[src/rtl/pattern_fb_writer.sv]
// Purpose: Wishbone master that writes a selectable test pattern into the framebuffer, one pixel per ack.
// Latency: first write is presented one cycle after enable is seen in IDLE; back-to-back acks advance every cycle.
// Backpressure: adr/dat_ms hold while stb=1 and ack=0; cyc drops for one cycle every BURST writes so the VGA reader can be granted.
module pattern_fb_writer #(
    parameter int          HDISP     = 800,
    parameter int          VDISP     = 480,
    parameter int          BURST     = 64,
    parameter logic [31:0] BASE_ADDR = 32'h0000_0000
) (
    input  logic        sys_clk,
    input  logic        sys_rst,
    input  logic        enable,
    input  logic [1:0]  mode,
    output logic        cyc,
    output logic        stb,
    output logic        we,
    output logic [31:0] adr,
    output logic [31:0] dat_ms,
    output logic [3:0]  sel,
    output logic [2:0]  cti,
    output logic [1:0]  bte,
    input  logic        ack,
    output logic        busy,
    output logic        frame_done
);

    localparam int NPIX  = HDISP * VDISP;
    localparam int BARPX = HDISP / 8;
    localparam int XW    = (HDISP > 1) ? $clog2(HDISP) : 1;
    localparam int YW    = (VDISP > 1) ? $clog2(VDISP) : 1;
    localparam int IW    = (NPIX  > 1) ? $clog2(NPIX)  : 1;
    localparam int PW    = (BARPX > 1) ? $clog2(BARPX) : 1;
    localparam int BW    = (BURST > 1) ? $clog2(BURST) : 1;

    typedef enum logic [1:0] {S_IDLE, S_WRITE, S_PAUSE} state_t;

    state_t         r_state;
    state_t         w_next;
    logic [XW-1:0]  r_x;
    logic [YW-1:0]  r_y;
    logic [IW-1:0]  r_idx;
    logic [BW-1:0]  r_burst_cnt;
    logic [2:0]     r_bar;
    logic [PW-1:0]  r_bar_px;
    logic [1:0]     r_mode;
    logic [7:0]     r_frame_cnt;
    logic [31:0]    r_adr;
    logic [23:0]    r_dat;
    logic           r_frame_done;

    logic           w_last_x;
    logic           w_last_px;
    logic           w_burst_end;
    logic           w_bar_end;
    logic [XW-1:0]  w_nx;
    logic [YW-1:0]  w_ny;
    logic [IW-1:0]  w_nidx;
    logic [2:0]     w_nbar;
    logic [PW-1:0]  w_nbar_px;

    // RGB for one pixel; bar index comes from the running bar counter so no divider is needed
    function automatic logic [23:0] f_pattern(input logic [7:0] px, input logic [3:0] py,
                                              input logic [2:0] bar, input logic [1:0] m,
                                              input logic [7:0] fc);
        logic [23:0] rgb;
        rgb = 24'h000000;
        case (m)
            2'd0: rgb = (px[3:0] == 4'd0 || py == 4'd0) ? 24'hFFFFFF : 24'h000000;
            2'd1: begin
                case (bar)
                    3'd0:    rgb = 24'hFFFFFF;
                    3'd1:    rgb = 24'hFFFF00;
                    3'd2:    rgb = 24'h00FFFF;
                    3'd3:    rgb = 24'h00FF00;
                    3'd4:    rgb = 24'hFF00FF;
                    3'd5:    rgb = 24'hFF0000;
                    3'd6:    rgb = 24'h0000FF;
                    default: rgb = 24'h000000;
                endcase
            end
            2'd2:    rgb = {px, px, px};
            default: rgb = {fc, fc, fc};
        endcase
        return rgb;
    endfunction

    assign w_last_x    = (r_x == XW'(HDISP - 1));
    assign w_last_px   = w_last_x && (r_y == YW'(VDISP - 1));
    assign w_burst_end = (r_burst_cnt == BW'(BURST - 1));
    assign w_bar_end   = (r_bar_px == PW'(BARPX - 1));
    assign w_nx        = w_last_x ? '0 : r_x + 1'b1;
    assign w_ny        = w_last_x ? r_y + 1'b1 : r_y;
    assign w_nidx      = r_idx + 1'b1;
    assign w_nbar_px   = (w_last_x || w_bar_end) ? '0 : r_bar_px + 1'b1;
    assign w_nbar      = w_last_x ? 3'd0 : (w_bar_end ? r_bar + 3'd1 : r_bar);

    assign cyc        = (r_state == S_WRITE);
    assign stb        = cyc;
    assign we         = cyc;
    assign busy       = (r_state != S_IDLE);
    assign adr        = r_adr;
    assign dat_ms     = {8'h00, r_dat};
    assign sel        = 4'hF;
    assign cti        = 3'b000;
    assign bte        = 2'b00;
    assign frame_done = r_frame_done;

    // State register
    always_ff @(posedge sys_clk) begin
        if (sys_rst) r_state <= S_IDLE;
        else         r_state <= w_next;
    end

    // Next state: last pixel beats burst release; enable only matters in IDLE
    always_comb begin
        w_next = r_state;
        case (r_state)
            S_IDLE:  if (enable) w_next = S_WRITE;
            S_WRITE: begin
                if (ack) begin
                    if (w_last_px)        w_next = S_IDLE;
                    else if (w_burst_end) w_next = S_PAUSE;
                end
            end
            S_PAUSE: w_next = S_WRITE;
            default: w_next = S_IDLE;
        endcase
    end

    // Pixel position, address/data registers and frame bookkeeping
    always_ff @(posedge sys_clk) begin
        if (sys_rst) begin
            r_x          <= '0;
            r_y          <= '0;
            r_idx        <= '0;
            r_burst_cnt  <= '0;
            r_bar        <= 3'd0;
            r_bar_px     <= '0;
            r_mode       <= 2'd0;
            r_frame_cnt  <= 8'd0;
            r_adr        <= BASE_ADDR;
            r_dat        <= 24'h000000;
            r_frame_done <= 1'b0;
        end else begin
            r_frame_done <= 1'b0;
            case (r_state)
                S_IDLE: begin
                    if (enable) begin
                        r_mode      <= mode;
                        r_x         <= '0;
                        r_y         <= '0;
                        r_idx       <= '0;
                        r_burst_cnt <= '0;
                        r_bar       <= 3'd0;
                        r_bar_px    <= '0;
                        r_adr       <= BASE_ADDR;
                        r_dat       <= f_pattern(8'd0, 4'd0, 3'd0, mode, r_frame_cnt);
                    end
                end
                S_WRITE: begin
                    if (ack) begin
                        if (w_last_px) begin
                            r_frame_done <= 1'b1;
                            r_frame_cnt  <= r_frame_cnt + 8'd1;
                            r_burst_cnt  <= '0;
                        end else begin
                            r_x         <= w_nx;
                            r_y         <= w_ny;
                            r_idx       <= w_nidx;
                            r_bar       <= w_nbar;
                            r_bar_px    <= w_nbar_px;
                            r_burst_cnt <= w_burst_end ? '0 : r_burst_cnt + 1'b1;
                            r_adr       <= BASE_ADDR + (32'(w_nidx) << 2);
                            r_dat       <= f_pattern(8'(w_nx), 4'(w_ny), w_nbar, r_mode, r_frame_cnt);
                        end
                    end
                end
                default: ;
            endcase
        end
    end

endmodule

[config.mk]
export PLATFORM = sky130hd
export DESIGN_NAME = pattern_fb_writer
export DESIGN_NICKNAME = d
export VERILOG_FILES = /design/src/rtl/pattern_fb_writer.sv
export SDC_FILE = /design/constraint.sdc
export NUM_CORES = 1
export LEC_CHECK = 0
export CAP_MARGIN = 20
export CORE_MARGIN = 8
export CORE_UTILIZATION = 53
export CTS_BUF_LIST = sky130_fd_sc_hd__clkbuf_16
export DETAILED_ROUTE_END_ITERATION = 6
export GPL_TIMING_DRIVEN = 0
export PLACE_DENSITY = 0.8
export REMOVE_ABC_BUFFERS = 1
export SLEW_MARGIN = 20
export SYNTH_ARGS = -nofsm -noshare
export SYNTH_HDL_FRONTEND = slang
export SYNTH_SLANG_ARGS = --single-unit
export TNS_END_PERCENT = 10
[constraint.sdc]
create_clock -name sys_clk -period 2.55 [get_ports sys_clk]
set_input_delay 0.51 -clock sys_clk [delete_from_list [all_inputs] [get_ports sys_clk]]
set_output_delay 0.51 -clock sys_clk [all_outputs]
set_load 0.02 [all_outputs]
---- After elaboration in Yosys (flattened, before gate mapping) ----
Index checks and enable logic that the tools add are counted.
word-level totals
  bits of input ports ..................... 6
  output and inout port bits .............. 78
  flip-flop bits (word level) ............. 123
  logic and storage cells ................. 110
operators by class
  reduce and logical (&&, ||, !) cells .... 19
  muxes and demuxes ....................... 48
  $add $sub $neg .......................... 7
  equality and inequality tests ........... 21
  bitwise operators ....................... 2
operators with widths
  kind                                           number
  one-hot mux 24 bit (7 select lines)            1
  2-to-1 mux 24 bit                              4
  2-to-1 mux 32 bit                              3
  one-hot mux 24 bit (2 select lines)            2
  one-hot mux 24 bit (3 select lines)            1
  one-hot mux 32 bit (2 select lines)            1
  2-to-1 mux 19 bit                              3
  2-to-1 mux 10 bit                              4
  one-hot mux 19 bit (2 select lines)            1
  2-to-1 mux 9 bit                               4
  2-to-1 mux 7 bit                               4
  2-to-1 mux 6 bit                               4
  one-hot mux 10 bit (2 select lines)            1
  adder 19 x 1 -> 19 bit, second input constant  1
  one-hot mux 9 bit (2 select lines)             1
  2-to-1 mux 3 bit                               5
  one-hot mux 7 bit (2 select lines)             1
  one-hot mux 6 bit (2 select lines)             1
  adder 10 x 1 -> 10 bit, second input constant  1
  equality test 10 bit, second input constant    1
  adder 9 x 1 -> 9 bit, second input constant    1
  equality test 3 bit, second input constant     3
  equality test 9 bit, second input constant     1
  AND reduction 3 bit                            3
  29 further kinds                               45

---- Logic depth before layout (Yosys ltp) ----
Gate-level depths: netlist of run 1.
  depth after elaboration ................. 9
  mapped depth ............................ 10
  mapped depth without buffers ............ 7

---- Worst setup path after synthesis of run 1 ----
OpenSTA, ideal clock, no wires.
  path type ............................... reg2reg
  from .................................... register r_x[0]
  to ...................................... register r_adr[9], in the netlist adr[9]
  data required time ...................... 2.422 ns
  setup time .............................. 0.128 ns
  period minus slack after synthesis ...... 2.073 ns
  arrival ................................. 1.945 ns
  slack ................................... 0.477 ns
  cell stages (with the launch flop) ...... 11
  buffers on the path ..................... 3
  cells stage by stage .................... dfxtp_1 -> ha_1 -> and4_1 -> buf_2 -> nand4_4 -> o21a_1 -> buf_6 -> buf_6 -> nand4_1 -> xor2_1 -> nor2_1
between the ends
  cells in the longest elaborated chain, start to end .. 4
ends and longest elaborated chain
  what                           RTL line  source
  start: declaration             39        logic [XW-1:0] r_x;
  start signal: assignment       167       r_x <= w_nx;
  equality test 10 bit           87        assign w_last_x = (r_x == XW'(HDISP - 1));
  logical AND 1 bit              88        assign w_last_px = w_last_x && (r_y == YW'(VDISP - 1));
  != test 2 bit (no line)        n/a
  AND reduction 4 bit (no line)  n/a
  end signal: assignment         173       r_adr <= BASE_ADDR + (32'(w_nidx) << 2);
  end: declaration               47        logic [31:0] r_adr;
No other way between the ends.
A chain may end at the register's enable or synchronous reset.

---- Worst setup path in the final report of run 1 ----
  from .................................... register r_state[1]
  to ...................................... output port stb
between the ends
  cells in the longest elaborated chain, start to end .. 1
ends and longest elaborated chain
  what                          RTL line  source
  start: declaration            37        state_t r_state;
  start signal: assignment      111       else r_state <= w_next;
  equality test 2 x 1 -> 1 bit  97        assign cyc = (r_state == S_WRITE);
  end: declaration              15        output logic stb,
No other way between the ends.

==> results of run 1 <==
## worst min path at each step
stage / end / slack, ns / start / depth (start not counted)
floorplan: r_y[8] / 0.45 / r_y[8] / 2
global placement: r_burst_cnt[5] / 0.48 / r_burst_cnt[5] / 2
detailed placement: r_burst_cnt[5] / 0.50 / r_burst_cnt[5] / 2
CTS: r_burst_cnt[5] / 0.51 / r_burst_cnt[5] / 2
global route: r_burst_cnt[5] / 0.53 / r_burst_cnt[5] / 2
finish: r_burst_cnt[5] / 0.50 / r_burst_cnt[5] / 2
## cells by family after synthesis
family | synth area share [%]
DFF | 39.00
and+or+nand+nor | 23.25
adders and majority gates | 2.143
xor gates and xnor gates | 7.688
buffers and inverters | 9.108
muxes | 1.313
AOI/OAI and AO/OA | 17.33
other | 0.1608
## timing repair
| action | in CTS | in global routing |
|---|---|---|
| hold endpoints to repair | 0 | 0 |
| setup endpoints to repair | 60 | 69 |
| cloned | 0 | 1 |
| setup buffers | 0 | 6 |
| resized for setup | 3 | 9 |
| pin swaps | 0 | 2 |
## flip-flops by register name, summed over array words and instances (netlist names), 3 cells and up
register     flops
r_bar            3
r_x             10
adr             19
r_bar_px         7
r_frame_cnt      8
r_dat           24
r_burst_cnt      6
r_y              9
## power by group through the flow
stage          Sequential, W  Combinational (W)  Clock, W
2_1_floorplan        0.00161           0.000249         0
3_3_place_gp         0.00156           0.000508         0
3_5_place_dp         0.00156           0.000530         0
4_1_cts              0.00153           0.000538   0.00141
5_1_grt              0.00154           0.000611   0.00147
6_report             0.00153           0.000569   0.00140
## through the flow
step           setup WS [ns]  total power [W]
2_1_floorplan        -0.3653         0.001857
3_3_place_gp          -1.253         0.002063
3_5_place_dp         -0.6060         0.002088
4_1_cts              -0.1437         0.003479
5_1_grt             -0.03186         0.003617
6_report             0.07407         0.003495
## layout by cell type, fill, tap and decap left out, types with 7 or more instances in the layout
cell type | Yosys | final
dfxtp_1 | 91 | 91
nor2_1 | 80 | 79
a21oi_1 | 58 | 58
clkdlybuf4s50_1 | 0 | 52
nand2_1 | 47 | 47
o21ai_0 | 41 | 41
conb_1 | 2 | 30
xor2_1 | 22 | 22
xnor2_1 | 19 | 19
nand4_1 | 18 | 18
nand3_1 | 15 | 15
a31oi_1 | 11 | 11
clkbuf_16 | 0 | 9
nor3_1 | 8 | 8
and3_1 | 8 | 8
ha_1 | 8 | 8
nor4_1 | 7 | 7
## metal layers
metal | GRT usage (%) | wire length (um)
met1 | 21.45 | 5013
met2 | 32.19 | 5486
met3 | 5.569 | 1013
met4 | 7.811 | 249
met5 | 0 | 0
## cell type report
| type | instances | area, um2 | share of cell area (%) |
|---|---|---|---|
| tap | 108 | 135.1 | 2.462 |
| timing repair buffer | 61 | 613.1 | 11.17 |
| clock buffer | 9 | 225.2 | 4.104 |
| inverter | 5 | 22.52 | 0.4104 |
| multi-input combinational | 444 | 2585 | 47.10 |
| clock inverter | 7 | 85.08 | 1.550 |
| sequential | 91 | 1822 | 33.20 |
## worst max-delay path, stage by stage (launching register included)
cell and delay, ns:
dfxtp_1 0.38, nand2b_2 0.26, clkinvlp_4 0.24, buf_4 0.20, clkdlybuf4s50_1 0.53
==> results_dict.tcl, run 1 <==
set metrics [dict create \
    initial_core_util_pct 54.09 \
    utilization_pct 63.55 \
    drt_first_iter_violations 273 \
    synth_most_common_cell "dfxtp_1" \
    r2r-start "r_x[0]" \
    seq_area_frac_synth_pct 39.00 \
    grt_max_degree 47 \
    clk_latency_ns 0.34 \
    leakage_nw 1.983 \
    cp.required_ns 2.04 \
    power_frac_comb_pct 16.3 \
    layout-drive-gt1-share_pct 7.780 \
    rows 34 \
    nets 626 \
    r2r-end "r_bar_px[1]" \
    worstMarginPinSlew_ns 1.064 \
    crit_path_start_kind "flip-flop" \
    swShare_pct 27.47 \
    clk_pin_slew_worst_paths_ns 0.06 \
    rsz0062_at_grt "yes" \
    pwr_density_cell_nw_per_um2 636.9 \
    syn_to_final_growth_pct 17.49 \
    path_class "reg2out" \
    crit_arrival_ns 1.97 \
    dieArea_um2 12070 \
    yosysWarnings 0 \
    cts_tree "yes" \
    wl_per_cell_um 16.22 \
    htreeDepth 3 \
    die_w_um 109.9 \
    drt_first_pass_iters 6 \
    detail-route-antenna-nets 0 \
    r2r_slack_ns 0.16 \
    drc 0 \
    max_freq_ghz 0.4039 \
    ys.flop_type "dfxtp_1" \
    antenna_found_initial 0 \
    port_buffers 53 \
    io_pins 84 \
    min_period_ns 2.476 \
    clockBufferDepth 2 \
    finalSetupTns_ns 0 \
    gp_congestion 0.8439 \
    synth_edf_count 0 \
    numCtsBuffers 9 \
    ir_drop_mv 0.4251 \
    holdWs_ns 0.5002 \
    hp-class "reg2reg" \
    synth.distinct_cells 58 \
    slew-limit-headroom_pct 28.78 \
    yosys-top-cells-area "dfxtp_1, nor2_1, a21oi_1" \
    hold_violations 0 \
    via_count 4238 \
    synth_top_area_share_pct 39.00 \
    grt_usage_pct 18.85 \
    hold_buffers 0 \
    cts-root-buf "clkbuf_16" \
    viasPerCell 5.846 \
    synth_area_per_cell_um2 8.123 \
    drt_wl_total_um 11760 \
    grt_pass1_vias 4012 \
    cp-end-kind "output port" \
    die_h_um 109.9 \
    p_sw_w 0.0009600 \
    grt_pass1_wl_um 18560 \
    dp_hpwl_um 7898 \
    seqPwrFrac_pct 43.8 \
    coreArea_um2 8636 \
    startpoint "r_state[1]" \
    drv_slew 0 \
    finalNonFillerCells 725 \
    setup_viol 0 \
    fin_skew_ns 0.007546 \
    power_frac_clock_pct 39.9 \
    yosys_register_bits 91 \
    worstPathMaxFanout 10 \
    overflow 0 \
    final_cell_area_um2 5488 \
    async_flop_share_pct 0 \
    endpoint "stb" \
    timing.final.crit_share_pct 97.10 \
    nFillCells 743 \
    worstRegToRegCells 7 \
    intPower_w 0.002535 \
    yosys.area.top_type "dfxtp_1" \
    status "completed" \
    synth_cells 575 \
    insertedDiodeCount 0 \
    dp_cells 702 \
    clkSinkCount 91 \
    synth.top_cells.by_count "dfxtp_1, nor2_1, a21oi_1, nand2_1, o21ai_0" \
    synthesis.area_um2 4671 \
    max_cap_viol_count 0 \
    place_area_um2 5085 \
]
No activity file was read; power rests on OpenSTA's default activity.
==> inputs of run 2 (changes only) <==
- ABC_CLOCK_PERIOD_IN_PS: not set -> 2550
==> results of run 2 <==
The final DEF is identical to that of run 1; final timing and power are the same.
